**config.mk**
```make
export PLATFORM = sky130hd
export DESIGN_NAME = access_port_sequencer
export DESIGN_NICKNAME = d
export VERILOG_FILES = /design/src/rtl/access_port_sequencer_pkg.sv /design/src/rtl/access_request_fifo.sv /design/src/rtl/access_port_sequencer.sv
export SDC_FILE = /design/constraint.sdc
export NUM_CORES = 1
export LEC_CHECK = 0
export ABC_CLOCK_PERIOD_IN_PS = 2500
export CELL_PAD_IN_SITES_DETAIL_PLACEMENT = 1
export CELL_PAD_IN_SITES_GLOBAL_PLACEMENT = 1
export CORE_MARGIN = 3
export CORE_UTILIZATION = 41
export CTS_CLUSTER_SIZE = 20
export DETAILED_ROUTE_END_ITERATION = 6
export PLACE_DENSITY = 0.76
export SYNTH_ARGS = -nofsm -noshare
export SYNTH_HDL_FRONTEND = slang
export SYNTH_SLANG_ARGS = --single-unit
```
**constraint.sdc**
```tcl
create_clock -name clk -period 2.5 [get_ports clk]
set_clock_uncertainty 0.05 [all_clocks]
set_input_delay 0.5 -clock clk [delete_from_list [all_inputs] [get_ports clk]]
set_output_delay 0.5 -clock clk [all_outputs]
set_load 0.05 [all_outputs]
```
**src/rtl/access_port_sequencer_pkg.sv**
```systemverilog
// Shared network definitions for the access port sequencer: address/data widths,
// the sequencer FSM encoding and the queued request entry layout.
`ifndef NETWORK_ADDRESS_WIDTH
`define NETWORK_ADDRESS_WIDTH 4
`endif
`ifndef CACHE_BANK_ADDRESS_WIDTH
`define CACHE_BANK_ADDRESS_WIDTH 4
`endif
`ifndef DATA_WIDTH
`define DATA_WIDTH 8
`endif

package access_port_sequencer_pkg;

  localparam int unsigned NET_ADDR_W  = `NETWORK_ADDRESS_WIDTH;
  localparam int unsigned BANK_ADDR_W = `CACHE_BANK_ADDRESS_WIDTH;
  localparam int unsigned ADDR_W      = NET_ADDR_W + BANK_ADDR_W;
  localparam int unsigned DATA_W      = `DATA_WIDTH;
  localparam int unsigned ENTRY_W     = 1 + ADDR_W + DATA_W;

  typedef enum logic [0:0] {
    ST_IDLE      = 1'b0,
    ST_WAIT_READ = 1'b1
  } seq_state_e;

  typedef struct packed {
    logic              write;
    logic [ADDR_W-1:0] addr;
    logic [DATA_W-1:0] data;
  } req_entry_t;

endpackage

```
**src/rtl/access_request_fifo.sv**
```systemverilog
// Request queue for the access port sequencer: power-of-two circular buffer
// with occupancy count; head entry is presented combinationally.
module access_request_fifo
  import access_port_sequencer_pkg::*;
#(
  parameter int unsigned DEPTH = 4
) (
  input  logic                   clk,
  input  logic                   reset,
  input  logic                   push_i,
  input  logic                   pop_i,
  input  req_entry_t             wdata_i,
  output req_entry_t             head_c,
  output logic                   full_c,
  output logic                   empty_c,
  output logic [$clog2(DEPTH):0] count_o
);

  localparam int unsigned PTR_W = $clog2(DEPTH);
  localparam int unsigned CNT_W = PTR_W + 1;

  logic [ENTRY_W-1:0] mem_q [DEPTH];
  logic [PTR_W-1:0]   wr_ptr_q, rd_ptr_q;
  logic [CNT_W-1:0]   count_q;
  logic               do_push, do_pop;

  assign full_c  = (count_q == CNT_W'(DEPTH));
  assign empty_c = (count_q == '0);
  assign do_push = push_i && !full_c;
  assign do_pop  = pop_i && !empty_c;
  assign head_c  = req_entry_t'(mem_q[rd_ptr_q]);
  assign count_o = count_q;

  // Pointers wrap naturally because DEPTH is a power of two.
  always_ff @(posedge clk) begin
    if (reset) begin
      for (int unsigned i = 0; i < DEPTH; i++) mem_q[i] <= '0;
      wr_ptr_q <= '0;
      rd_ptr_q <= '0;
      count_q  <= '0;
    end else begin
      if (do_push) begin
        mem_q[wr_ptr_q] <= ENTRY_W'(wdata_i);
        wr_ptr_q        <= wr_ptr_q + PTR_W'(1);
      end
      if (do_pop) rd_ptr_q <= rd_ptr_q + PTR_W'(1);
      if (do_push && !do_pop)      count_q <= count_q + CNT_W'(1);
      else if (!do_push && do_pop) count_q <= count_q - CNT_W'(1);
    end
  end

endmodule

```
**src/rtl/access_port_sequencer.sv**
```systemverilog
// Access port sequencer: queues client read/write requests and issues them one at a
// time onto a network port, waiting for each read response or timing it out.
module access_port_sequencer
  import access_port_sequencer_pkg::*;
#(
  parameter int unsigned DEPTH   = 4,
  parameter int unsigned TIMEOUT = 255
) (
  input  logic                   clk,
  input  logic                   reset,
  input  logic                   reqValid,
  output logic                   reqReady,
  input  logic                   reqWrite,
  input  logic [ADDR_W-1:0]      reqAddress,
  input  logic [DATA_W-1:0]      reqData,
  output logic [ADDR_W-1:0]      destinationAddressOut,
  output logic                   readOut,
  output logic                   writeOut,
  output logic [DATA_W-1:0]      dataOut,
  input  logic                   readReadyIn,
  input  logic [DATA_W-1:0]      dataIn,
  output logic                   respValid,
  output logic [DATA_W-1:0]      respData,
  output logic                   timeoutError,
  output logic [$clog2(DEPTH):0] occupancy
);

  localparam int unsigned WAIT_W = $clog2(TIMEOUT + 1);

  seq_state_e        state_q, state_d;
  logic              read_q, read_d, write_q, write_d;
  logic [ADDR_W-1:0] dest_q, dest_d;
  logic [DATA_W-1:0] data_q, data_d;
  logic              resp_valid_q, resp_valid_d;
  logic [DATA_W-1:0] resp_data_q, resp_data_d;
  logic              timeout_q, timeout_d;
  logic [WAIT_W-1:0] wait_q, wait_d;

  logic              fifo_full, fifo_empty, fifo_pop;
  req_entry_t        fifo_wdata, fifo_head;

  assign fifo_wdata = '{write: reqWrite, addr: reqAddress, data: reqData};
  assign reqReady   = !fifo_full;

  access_request_fifo #(.DEPTH(DEPTH)) u_fifo (
    .clk     (clk),
    .reset   (reset),
    .push_i  (reqValid),
    .pop_i   (fifo_pop),
    .wdata_i (fifo_wdata),
    .head_c  (fifo_head),
    .full_c  (fifo_full),
    .empty_c (fifo_empty),
    .count_o (occupancy)
  );

  always_ff @(posedge clk) begin
    if (reset) begin
      state_q      <= ST_IDLE;
      read_q       <= 1'b0;
      write_q      <= 1'b0;
      dest_q       <= '0;
      data_q       <= '0;
      resp_valid_q <= 1'b0;
      resp_data_q  <= '0;
      timeout_q    <= 1'b0;
      wait_q       <= '0;
    end else begin
      state_q      <= state_d;
      read_q       <= read_d;
      write_q      <= write_d;
      dest_q       <= dest_d;
      data_q       <= data_d;
      resp_valid_q <= resp_valid_d;
      resp_data_q  <= resp_data_d;
      timeout_q    <= timeout_d;
      wait_q       <= wait_d;
    end
  end

  // Issue from the queue in IDLE; in WAIT_READ the readOut cycle itself is not a sample cycle.
  always_comb begin
    state_d      = state_q;
    read_d       = 1'b0;
    write_d      = 1'b0;
    dest_d       = dest_q;
    data_d       = data_q;
    resp_valid_d = 1'b0;
    resp_data_d  = resp_data_q;
    timeout_d    = timeout_q;
    wait_d       = wait_q;
    fifo_pop     = 1'b0;
    case (state_q)
      ST_IDLE: begin
        if (!fifo_empty) begin
          fifo_pop = 1'b1;
          dest_d   = fifo_head.addr;
          data_d   = fifo_head.data;
          if (fifo_head.write) begin
            write_d = 1'b1;
          end else begin
            read_d  = 1'b1;
            wait_d  = '0;
            state_d = ST_WAIT_READ;
          end
        end
      end
      ST_WAIT_READ: begin
        if (!read_q) begin
          if (readReadyIn) begin
            resp_valid_d = 1'b1;
            resp_data_d  = dataIn;
            state_d      = ST_IDLE;
          end else if (wait_q == WAIT_W'(TIMEOUT - 1)) begin
            timeout_d = 1'b1;
            state_d   = ST_IDLE;
          end else begin
            wait_d = wait_q + WAIT_W'(1);
          end
        end
      end
      default: state_d = ST_IDLE;
    endcase
  end

  assign readOut               = read_q;
  assign writeOut              = write_q;
  assign destinationAddressOut = dest_q;
  assign dataOut               = data_q;
  assign respValid             = resp_valid_q;
  assign respData              = resp_data_q;
  assign timeoutError          = timeout_q;

endmodule

```
==> reports/results.ini <==
[layout]
multi_input_area_sq_mm = 0.00176
fin_nets = 482
layout_common_cells = edfxtp_1 (68), clkdlybuf4s50_1 (58), dfxtp_1 (43)
layout-drive-gt1-share = 0.184
syn2layout_area_growth_pct = 29.0
design_area_sq_mm = 0.00627
final_util = 0.544
seqCellArea_sq_mm = 0.00297
diodes = 0
n_fill_cell = 1175
layout_commonest_cell = edfxtp_1

[min_path]
hold_class = flop to flop

[synth]
syn_nets = 408
synth_edf_count = 68
synthesis.area_sq_mm = 0.00486
postSynthCellCount = 375
yosysSeqAreaShare = 0.610
ys_async_sr_fraction = 0
ys_ff_latch = 114
yosysWarnings = 0
synth_ff_type = edfxtp_1
postSynthAreaPerCell_sq_um = 12.9
synthDistinctLibCells = 53

[route]
viasPerCell = 5.32
route.detailed.drc = 0
drtPass1Iterations = 4
wl_per_cell_um = 18.8
routed-via-count = 3216
drt_iter0_drc = 152
drt_wl_total_um = 11400
ant_nets = 0

[grt]
grt_start_max_net_pins = 52
grt_pass1_wl_um = 18600
grt_pass1_vias = 3581
antenna_found_initial = 0
grt_overflow = 0
track_usage = 0.186

[pwr]
power.leakage_nw = 2.44
total_power_mw = 6.89
power.internal_mw = 4.63
seqPwrFrac = 0.362
p_comb_frac = 0.299
switchingPower_mw = 2.26
netSwitchingFraction = 0.328
power.density_mw_per_mm2 = 1100
power_frac_clock = 0.339
max-vdd-ir-drop_mv = 0.546

[setup_path]
endpoint_kind = primary output
required_ns = 1.95
cp-start-kind = flop
slowest_delay_ns = 0.85
path_cells = clkdlybuf4s50_1
cp_max_fo = 5
crit_arrival_ns = 1.69
crit_buf_inv = 1
path_delay_family = buffers and inverters
critPathKind = flop to primary output
cpMaxStageDelayCell = clkdlybuf4s50_1

[timing]
fin_crit_ns = 2.24
worst_pin_slew_ns = 0.596
tns_ns = 0
hold_violations = 0
min_period_over_period = 0.894
postLayoutSetupSlackWorst_ns = 0.264
final_max_slew_viol_count = 0
fmax_ghz = 0.447
relSlewSlack = 0.603
setup_viol = 0
rsz0062_at_grt = false

[clocking]
cts_tree = done
cts_max_path_buffers = 2
htree_levels = 4
cts.sinks = 114
path_clk_slew_ns = 0.05
numCtsBuffers = 17
clock_latency_ns = 0.40
cts_root_buffer = clkbuf_16

[outcome]
outcome = complete, no violations

[floorplan]
top_level_ports = 61
coreArea_sq_mm = 0.0115
rows = 39
die_y_um = 115
die_w_um = 115
die_area_sq_mm = 0.0132
start_util = 0.422

[run]
maxCapViolations = 0

[place]
gp_congestion = 0.749
postPlaceCellArea_sq_mm = 0.00568
portBuffers = 60
pre_cts_slack_ns = -0.0116
hpwlAfterDp_um = 7250

-- layer usage --
layer / routed length (um) / share of wire / track usage
met1: 4900 / 0.43 / 0.223
met2: 5880 / 0.52 / 0.319
met3: 443 / 0.039 / 0.0432
met4: 129 / 0.011 / 0.0822
met5: 0 / 0 / 0
-- area by class of cell --
cell class | count | area share
clock inverter | 9 | 0.0120
timing repair buffer | 75 | 0.117
tap | 143 | 0.0286
inverter | 10 | 0.00599
sequential | 114 | 0.473
multi-input combinational | 231 | 0.281
clock buffer | 23 | 0.0815
-- power by group through the flow --
stage                     Sequential (mW)  Combinational [mW]  Clock (mW)
final                                2.49                2.06        2.34
after global routing                 2.53                2.22        2.47
after CTS                            2.50                2.09        2.38
after detailed placement             2.53                2.06           0
after global placement               2.50                2.02           0
after floorplan                      2.90               0.981           0
-- tightest hold or removal path: stages, from the launching register on --
cell and delay [ns]:
dfxtp_1 0.30, inv_1 0.05, a21oi_1 0.05
-- through the flow --
step                      hold slack, ns  std cells
after detailed placement           0.395        573
after global placement             0.385        573
final                              0.396        605
after floorplan                    0.416        375
after global routing               0.425        605
after CTS                          0.402        605
-- logic make-up after synthesis --
logic type               after synthesis  share of synthesized area
AND/OR/NAND/NOR                      152                      0.178
adder cells (fa/ha/maj)                4                     0.0119
XOR/XNOR                               7                     0.0126
AO/OA/AOI/OAI                         41                     0.0595
flip-flops                           114                      0.610
multiplexers                          27                      0.100
buffers and inverters                 30                     0.0281
-- registers in the layout, indices dropped and copies added (netlist names), 2 cells and up, named ones only --
name                   cells
u_fifo.mem_q              68
u_fifo.rd_ptr_q            2
wait_q                     8
u_fifo.wr_ptr_q            2
destinationAddressOut      8
respData                   8
dataOut                    8
u_fifo.count_o             3
-- what timing repair did --
action,in CTS,in global routing
gates resized for setup,0,1
buffers inserted,0,0
endpoints found under the setup margin,0,1
hold buffers,0,0
-- cells in the mapped netlist (4+ instances only) --
| library cell | number | area share |
|---|---|---|
| clkbuf_1 | 12 | 0.0093 |
| inv_1 | 8 | 0.0062 |
| and2_1 | 34 | 0.044 |
| mux4_2 | 16 | 0.074 |
| mux2i_1 | 10 | 0.021 |
| xor2_1 | 4 | 0.0072 |
| and3_1 | 34 | 0.044 |
| edfxtp_1 | 68 | 0.42 |
| nand2_1 | 36 | 0.028 |
| dfxtp_1 | 46 | 0.19 |
| nand3_1 | 8 | 0.0082 |
| a21oi_1 | 22 | 0.023 |
| nor2_1 | 18 | 0.014 |
-- worst paths after layout --
path | start | endpoint | slack (ns) | depth (start not counted)
max | readOut$_SDFF_PP0_ | readOut | 0.26 | 1
min | timeoutError$_SDFFE_PP0P_ | timeoutError$_SDFFE_PP0P_ | 0.40 | 2
max reg2reg | u_fifo.count_o[2]$_SDFFE_PP0P_ | u_fifo.count_o[2]$_SDFFE_PP0P_ | 0.31 | 9
min reg2reg | timeoutError$_SDFFE_PP0P_ | timeoutError$_SDFFE_PP0P_ | 0.40 | 2
Power figures use the tool's default switching activity.
